[config.mk]
export PLATFORM = sky130hd
export DESIGN_NAME = chroma_interp_fir_flat
export DESIGN_NICKNAME = d
export VERILOG_FILES = /design/src/rtl/chroma_interp_fir_if.sv /design/src/rtl/chroma_interp_fir.sv /design/src/flat_wrapper.sv
export SDC_FILE = /design/constraint.sdc
export NUM_CORES = 1
export LEC_CHECK = 0
export BUFFER_PORTS_ARGS = -buffer_cell sky130_fd_sc_hd__buf_4
export CAP_MARGIN = 15
export CORE_UTILIZATION = 40
export CTS_CLUSTER_SIZE = 28
export DETAILED_ROUTE_END_ITERATION = 8
export MAX_ROUTING_LAYER = met4
export PLACE_DENSITY = 0.53
export RECOVER_POWER = 25
export SLEW_MARGIN = 5
export SYNTH_ARGS = -nofsm -noshare
export SYNTH_HDL_FRONTEND = slang
export SYNTH_SLANG_ARGS = --single-unit
[constraint.sdc]
create_clock -name CLOCK_50_I -period 24.3 [get_ports CLOCK_50_I]
set_input_delay 4.86 -clock CLOCK_50_I [delete_from_list [all_inputs] [get_ports CLOCK_50_I]]
set_output_delay 4.86 -clock CLOCK_50_I [all_outputs]
set_load 0.01 [all_outputs]
[src/rtl/chroma_interp_fir_if.sv]
// Streaming handshake bundle between the U/V fetch path, the chroma upsampler and the CSC stage.
interface chroma_interp_fir_if;
  logic [7:0] in_data;
  logic       in_valid;
  logic       in_ready;
  logic [7:0] out_even;
  logic [7:0] out_odd;
  logic       out_last;
  logic       out_valid;
  logic       out_ready;

  modport master (
    output in_data, in_valid, out_ready,
    input  in_ready, out_even, out_odd, out_last, out_valid
  );

  modport slave (
    input  in_data, in_valid, out_ready,
    output in_ready, out_even, out_odd, out_last, out_valid
  );
endinterface

[src/rtl/chroma_interp_fir.sv]
// Horizontal 2x chroma upsampler: even = U[j], odd = 6-tap half-pel FIR with edge replication.
// Define CHROMA_INTERP_STATS_EN to add the sat_count port (count of clamped odd outputs).
//
// state   | meaning
// S_IDLE  | waiting for U[0]; loads t0..t3 with it
// S_FILL  | collecting U[1..3]; U[3] produces pair 0
// S_RUN   | each accepted sample steps the taps and emits one pair
// S_FLUSH | input blocked; replicate last sample to emit the final 3 pairs
module chroma_interp_fir #(
  parameter int ROW_SAMPLES = 160,
  parameter int ROUND       = 128
) (
  input  logic                CLOCK_50_I,
  input  logic                resetn,
  chroma_interp_fir_if.slave  bus
`ifdef CHROMA_INTERP_STATS_EN
  ,
  output logic [15:0]         sat_count
`endif
);

  localparam logic [9:0] LAST_IDX = 10'(ROW_SAMPLES - 1);

  typedef enum logic [1:0] {S_IDLE, S_FILL, S_RUN, S_FLUSH} state_t;

  state_t            state_q, state_d;
  logic [7:0]        tap_q [6];
  logic [7:0]        tap_d [6];
  logic [9:0]        in_cnt_q, in_cnt_d;
  logic [9:0]        out_cnt_q, out_cnt_d;
  logic              out_valid_q, out_valid_d;
  logic              out_last_q, out_last_d;
  logic [7:0]        out_even_q, out_even_d;
  logic [7:0]        out_odd_q, out_odd_d;

  logic              slot_free, in_ready, accept, step;
  logic [7:0]        win [6];
  logic signed [19:0] acc, sh;
  logic [7:0]        odd_clamp;

  assign slot_free = ~out_valid_q | bus.out_ready;
  assign accept    = bus.in_valid & in_ready;

  always_ff @(posedge CLOCK_50_I) begin
    if (!resetn) state_q <= S_IDLE;
    else         state_q <= state_d;
  end

  always_comb begin
    state_d = state_q;
    case (state_q)
      S_IDLE:  if (accept) state_d = S_FILL;
      S_FILL, S_RUN: begin
        if (accept && in_cnt_q == LAST_IDX) state_d = S_FLUSH;
        else if (step)                      state_d = S_RUN;
      end
      S_FLUSH: if (slot_free && out_cnt_q == LAST_IDX) state_d = S_IDLE;
      default: state_d = S_IDLE;
    endcase
  end

  // U[1], U[2] only fill taps, so the output slot need not be free for them.
  always_comb begin
    in_ready = 1'b0;
    step     = 1'b0;
    case (state_q)
      S_IDLE:  in_ready = slot_free;
      S_FILL: begin
        in_ready = (in_cnt_q == 10'd3) ? slot_free : 1'b1;
        step     = accept && (in_cnt_q == 10'd3);
      end
      S_RUN: begin
        in_ready = slot_free;
        step     = accept;
      end
      S_FLUSH: step = slot_free;
      default: ;
    endcase
  end

  always_comb begin
    for (int i = 0; i < 5; i++) win[i] = tap_q[i+1];
    win[5] = (state_q == S_FLUSH) ? tap_q[5] : bus.in_data;
  end

  function automatic logic signed [19:0] ext(input logic [7:0] s);
    return $signed({12'd0, s});
  endfunction

  always_comb begin
    acc = 20'sd21  * (ext(win[0]) + ext(win[5]))
        - 20'sd52  * (ext(win[1]) + ext(win[4]))
        + 20'sd159 * (ext(win[2]) + ext(win[3]))
        + 20'(ROUND);
    sh = acc >>> 8;
    if (sh < 20'sd0)        odd_clamp = 8'd0;
    else if (sh > 20'sd255) odd_clamp = 8'd255;
    else                    odd_clamp = sh[7:0];
  end

  always_comb begin
    tap_d       = tap_q;
    in_cnt_d    = in_cnt_q;
    out_cnt_d   = out_cnt_q;
    out_valid_d = out_valid_q;
    out_last_d  = out_last_q;
    out_even_d  = out_even_q;
    out_odd_d   = out_odd_q;

    if (accept) in_cnt_d = (in_cnt_q == LAST_IDX) ? 10'd0 : in_cnt_q + 10'd1;

    if (state_q == S_IDLE && accept) begin
      for (int i = 0; i < 4; i++) tap_d[i] = bus.in_data;
    end else if (state_q == S_FILL && accept && in_cnt_q == 10'd1) begin
      tap_d[4] = bus.in_data;
    end else if (state_q == S_FILL && accept && in_cnt_q == 10'd2) begin
      tap_d[5] = bus.in_data;
    end

    // A new pair may load in the same cycle the old one retires.
    if (step) begin
      tap_d       = win;
      out_valid_d = 1'b1;
      out_even_d  = win[2];
      out_odd_d   = odd_clamp;
      out_last_d  = (out_cnt_q == LAST_IDX);
      out_cnt_d   = (out_cnt_q == LAST_IDX) ? 10'd0 : out_cnt_q + 10'd1;
    end else if (bus.out_ready) begin
      out_valid_d = 1'b0;
    end
  end

  always_ff @(posedge CLOCK_50_I) begin
    if (!resetn) begin
      for (int i = 0; i < 6; i++) tap_q[i] <= '0;
      in_cnt_q    <= '0;
      out_cnt_q   <= '0;
      out_valid_q <= 1'b0;
      out_last_q  <= 1'b0;
      out_even_q  <= '0;
      out_odd_q   <= '0;
    end else begin
      tap_q       <= tap_d;
      in_cnt_q    <= in_cnt_d;
      out_cnt_q   <= out_cnt_d;
      out_valid_q <= out_valid_d;
      out_last_q  <= out_last_d;
      out_even_q  <= out_even_d;
      out_odd_q   <= out_odd_d;
    end
  end

`ifdef CHROMA_INTERP_STATS_EN
  logic        sat;
  logic [15:0] sat_q, sat_d;

  assign sat = (sh < 20'sd0) || (sh > 20'sd255);

  always_comb begin
    sat_d = sat_q;
    if (step && sat && sat_q != 16'hFFFF) sat_d = sat_q + 16'd1;
  end

  always_ff @(posedge CLOCK_50_I) begin
    if (!resetn) sat_q <= '0;
    else         sat_q <= sat_d;
  end

  assign sat_count = sat_q;
`endif

  assign bus.in_ready  = in_ready;
  assign bus.out_valid = out_valid_q;
  assign bus.out_even  = out_even_q;
  assign bus.out_odd   = out_odd_q;
  assign bus.out_last  = out_last_q;

endmodule

[src/flat_wrapper.sv]
// flat-port wrapper written by rule: the top's interface ports become plain ports
module chroma_interp_fir_flat 
#(
  parameter int ROW_SAMPLES = 160,
  parameter int ROUND       = 128
)
  (CLOCK_50_I, resetn, bus_in_data, bus_in_valid, bus_out_ready, bus_in_ready, bus_out_even, bus_out_odd, bus_out_last, bus_out_valid);
  chroma_interp_fir_if bus_i ();
  input  logic CLOCK_50_I;
  input  logic resetn;
  input wire logic [$bits(bus_i.in_data)-1:0] bus_in_data;
  input wire logic [$bits(bus_i.in_valid)-1:0] bus_in_valid;
  input wire logic [$bits(bus_i.out_ready)-1:0] bus_out_ready;
  output wire logic [$bits(bus_i.in_ready)-1:0] bus_in_ready;
  output wire logic [$bits(bus_i.out_even)-1:0] bus_out_even;
  output wire logic [$bits(bus_i.out_odd)-1:0] bus_out_odd;
  output wire logic [$bits(bus_i.out_last)-1:0] bus_out_last;
  output wire logic [$bits(bus_i.out_valid)-1:0] bus_out_valid;
  assign bus_i.in_data = bus_in_data;
  assign bus_i.in_valid = bus_in_valid;
  assign bus_i.out_ready = bus_out_ready;
  assign bus_in_ready = bus_i.in_ready;
  assign bus_out_even = bus_i.out_even;
  assign bus_out_odd = bus_i.out_odd;
  assign bus_out_last = bus_i.out_last;
  assign bus_out_valid = bus_i.out_valid;
  chroma_interp_fir #(.ROW_SAMPLES(ROW_SAMPLES), .ROUND(ROUND)) u_core (.CLOCK_50_I(CLOCK_50_I), .resetn(resetn), .bus(bus_i));
endmodule
==> flow_metrics.tcl <==
set metrics [dict create \
    via_per_inst 5.07 \
    drcViolationCount 0 \
    relSlewSlack_pct 27.7 \
    async_flop_share_pct 0 \
    hold_ws_ps 454 \
    clockBufferDepth 2 \
    ys.warnings.count 0 \
    post_cts_resized 0 \
    rsz0062_at_grt "no" \
    seq_area_frac_synth_pct 19.0 \
    numPortBuffers 30 \
    synth_top_area_share_pct 22.6 \
    tightestPinTransition_ps 1080 \
    fin_nets 1175 \
    grt_usage_pct 18.7 \
    synth.largest_area_cell "ha_1" \
    setup_viol 0 \
    setup_tns_ps 0 \
    crit_required_ps 24510 \
    outcome "complete, no violations" \
    cts_htree_levels 3 \
    cts_hold_buf 0 \
    wl_per_cell_um 15.1 \
    wl_mm 18.4 \
    clk_latency_ps 350 \
    cp_max_fo 7 \
    cts_sinks 80 \
    final_layout_size_suffix_gt1_share_pct 5.39 \
    ant_nets 0 \
    max_stage_delay_ps 520 \
    initial_utilization_pct 41.3 \
    syn_nets 1156 \
    syn_area_mm2 0.00843 \
    synth_flop_cell "dfxtp_1" \
    critPathSlowestCell "fa_1" \
    path_class "in -> reg" \
    post-route-min-period_ps 11330 \
    fin_crit_sh_pct 46.6 \
    die_x_um 147 \
    fmax_ghz 0.0882 \
    critPathCaptureType "flip-flop" \
    arrival_ps 11550 \
    placed_area_mm2 0.00889 \
    grt_pass1_vias 6131 \
    netlist_top_cells_count "inv_1 (157), ha_1 (152), dfxtp_1 (80), fa_1 (69)" \
    cts_made_buffers 9 \
    clkTransAtPathRegs_ps 60 \
    diodes 0 \
    syn_inst 923 \
    root_buffer "clkbuf_16" \
    dr.first_iter.drc_count 213 \
    finClkSkew_ps 7.25 \
    grt.overflow.total 0 \
    grt_max_degree 47 \
    ioPinCount 31 \
    timing.final.max_slew_violations 0 \
    cts_tree "built" \
    crit_path_frequent_cell "fa_1" \
    die_area_mm2 0.0217 \
    synth_edf_count 0 \
    synth_area_leaders "ha_1 (23%), dfxtp_1 (19%), fa_1 (16%)" \
    start_kind "input port" \
    gp_congestion 0.819 \
    drtPass1Iterations 4 \
    antenna_found_initial 0 \
    final-hold-violation-count 0 \
    post_cts_buffers 0 \
    synth_seq_cells 80 \
    syn-mean-instance-area_um2 9.13 \
    fin_cells 1217 \
    core_mm2 0.0204 \
    synthMostInstantiatedCell "inv_1" \
    vias 6169 \
    row_count 52 \
    yosys.cell_types.count 58 \
    die_h_um 147 \
    dp.cells 1201 \
    drv_cap 0 \
    dp_hpwl_mm 14.9 \
    grt_pass1_wl_mm 31.2 \
    hold_path.class "reg -> reg" \
    syn_to_final_growth_pct 8.03 \
    final_area_mm2 0.00910 \
]
==> flip-flops by register name (all words and copies together), names as in the netlist <==
signal and cells:
u_core.bus.out_even 8, u_core.in_cnt_q 10, u_core.tap_q 40, u_core.bus.out_odd 8
u_core.out_cnt_q 10, u_core.state_q 2, u_core.bus.out_last 1, u_core.bus.out_valid 1
==> through the flow <==
stage               setup WS, ps  utilization (%)
global placement           12730             43.5
CTS                        12960             45.0
floorplan                  13290                -
detailed placement         12610             43.5
finish                     12970             44.6
global route               12500             44.6
==> layer usage <==
layer / wire length [um] / global-route usage, %
met5: 0 / -
met4: 196 / 4.18
met3: 331 / 2.30
met2: 8530 / 29.8
met1: 9350 / 25.4
==> worst max-delay path: cells and delay by family <==
family	cells	cell delay, ps
AO/OA/AOI/OAI	9	2140
XOR/XNOR	2	470
adder cells (fa/ha/maj)	8	3390
buffers and inverters	5	360
multiplexers	1	270
AND/OR/NAND/NOR	1	60
==> layout make-up <==
cell class / count / area [um^2]
Fill cell: 2097 / 11300
Multi-Input combinational cell: 662 / 6110
Clock buffer: 11 / 233
Inverter: 157 / 589
Clock inverter: 5 / 57.6
Tap cell: 270 / 338
Sequential cell: 80 / 1600
Timing Repair Buffer: 32 / 173
==> placed cells by master, fill, tap and decap left out, drive strengths merged, types with 24 or more instances in the layout <==
master / count
a21oi: 54
a221oi: 24
clkbuf: 30
dfxtp: 80
fa: 69
ha: 152
inv: 157
nand2: 62
nor2: 64
xnor2: 29
xor2: 29
==> cell families after synthesis <==
logic type,count (synthesis),share of synthesized area [%]
flip-flops,80,19.0
AND/OR/NAND/NOR,199,11.4
AO/OA/AOI/OAI,166,14.0
adder cells (fa/ha/maj),221,39.0
multiplexers,18,2.26
XOR/XNOR,58,6.03
buffers and inverters,181,8.33
==> path summary, 6_finish.rpt <==
| path | from | end | slack, ps | depth (start not counted) |
|---|---|---|---|---|
| setup / recovery | bus_in_data[0] | u_core.bus.out_odd[4]$_SDFFE_PN0P_ | 12970 | 26 |
| hold / removal | u_core.bus.out_even[7]$_SDFFE_PN0P_ | u_core.bus.out_even[7]$_SDFFE_PN0P_ | 450 | 2 |
| setup reg to reg | u_core.tap_q[0]$_SDFFE_PN0P_ | u_core.bus.out_odd[4]$_SDFFE_PN0P_ | 15160 | 31 |
| hold reg to reg | u_core.bus.out_even[7]$_SDFFE_PN0P_ | u_core.bus.out_even[7]$_SDFFE_PN0P_ | 450 | 2 |
Power is left out: the tool's default activity adds up to more than one toggle a clock period on the data nets, which glitch-free logic cannot reach.
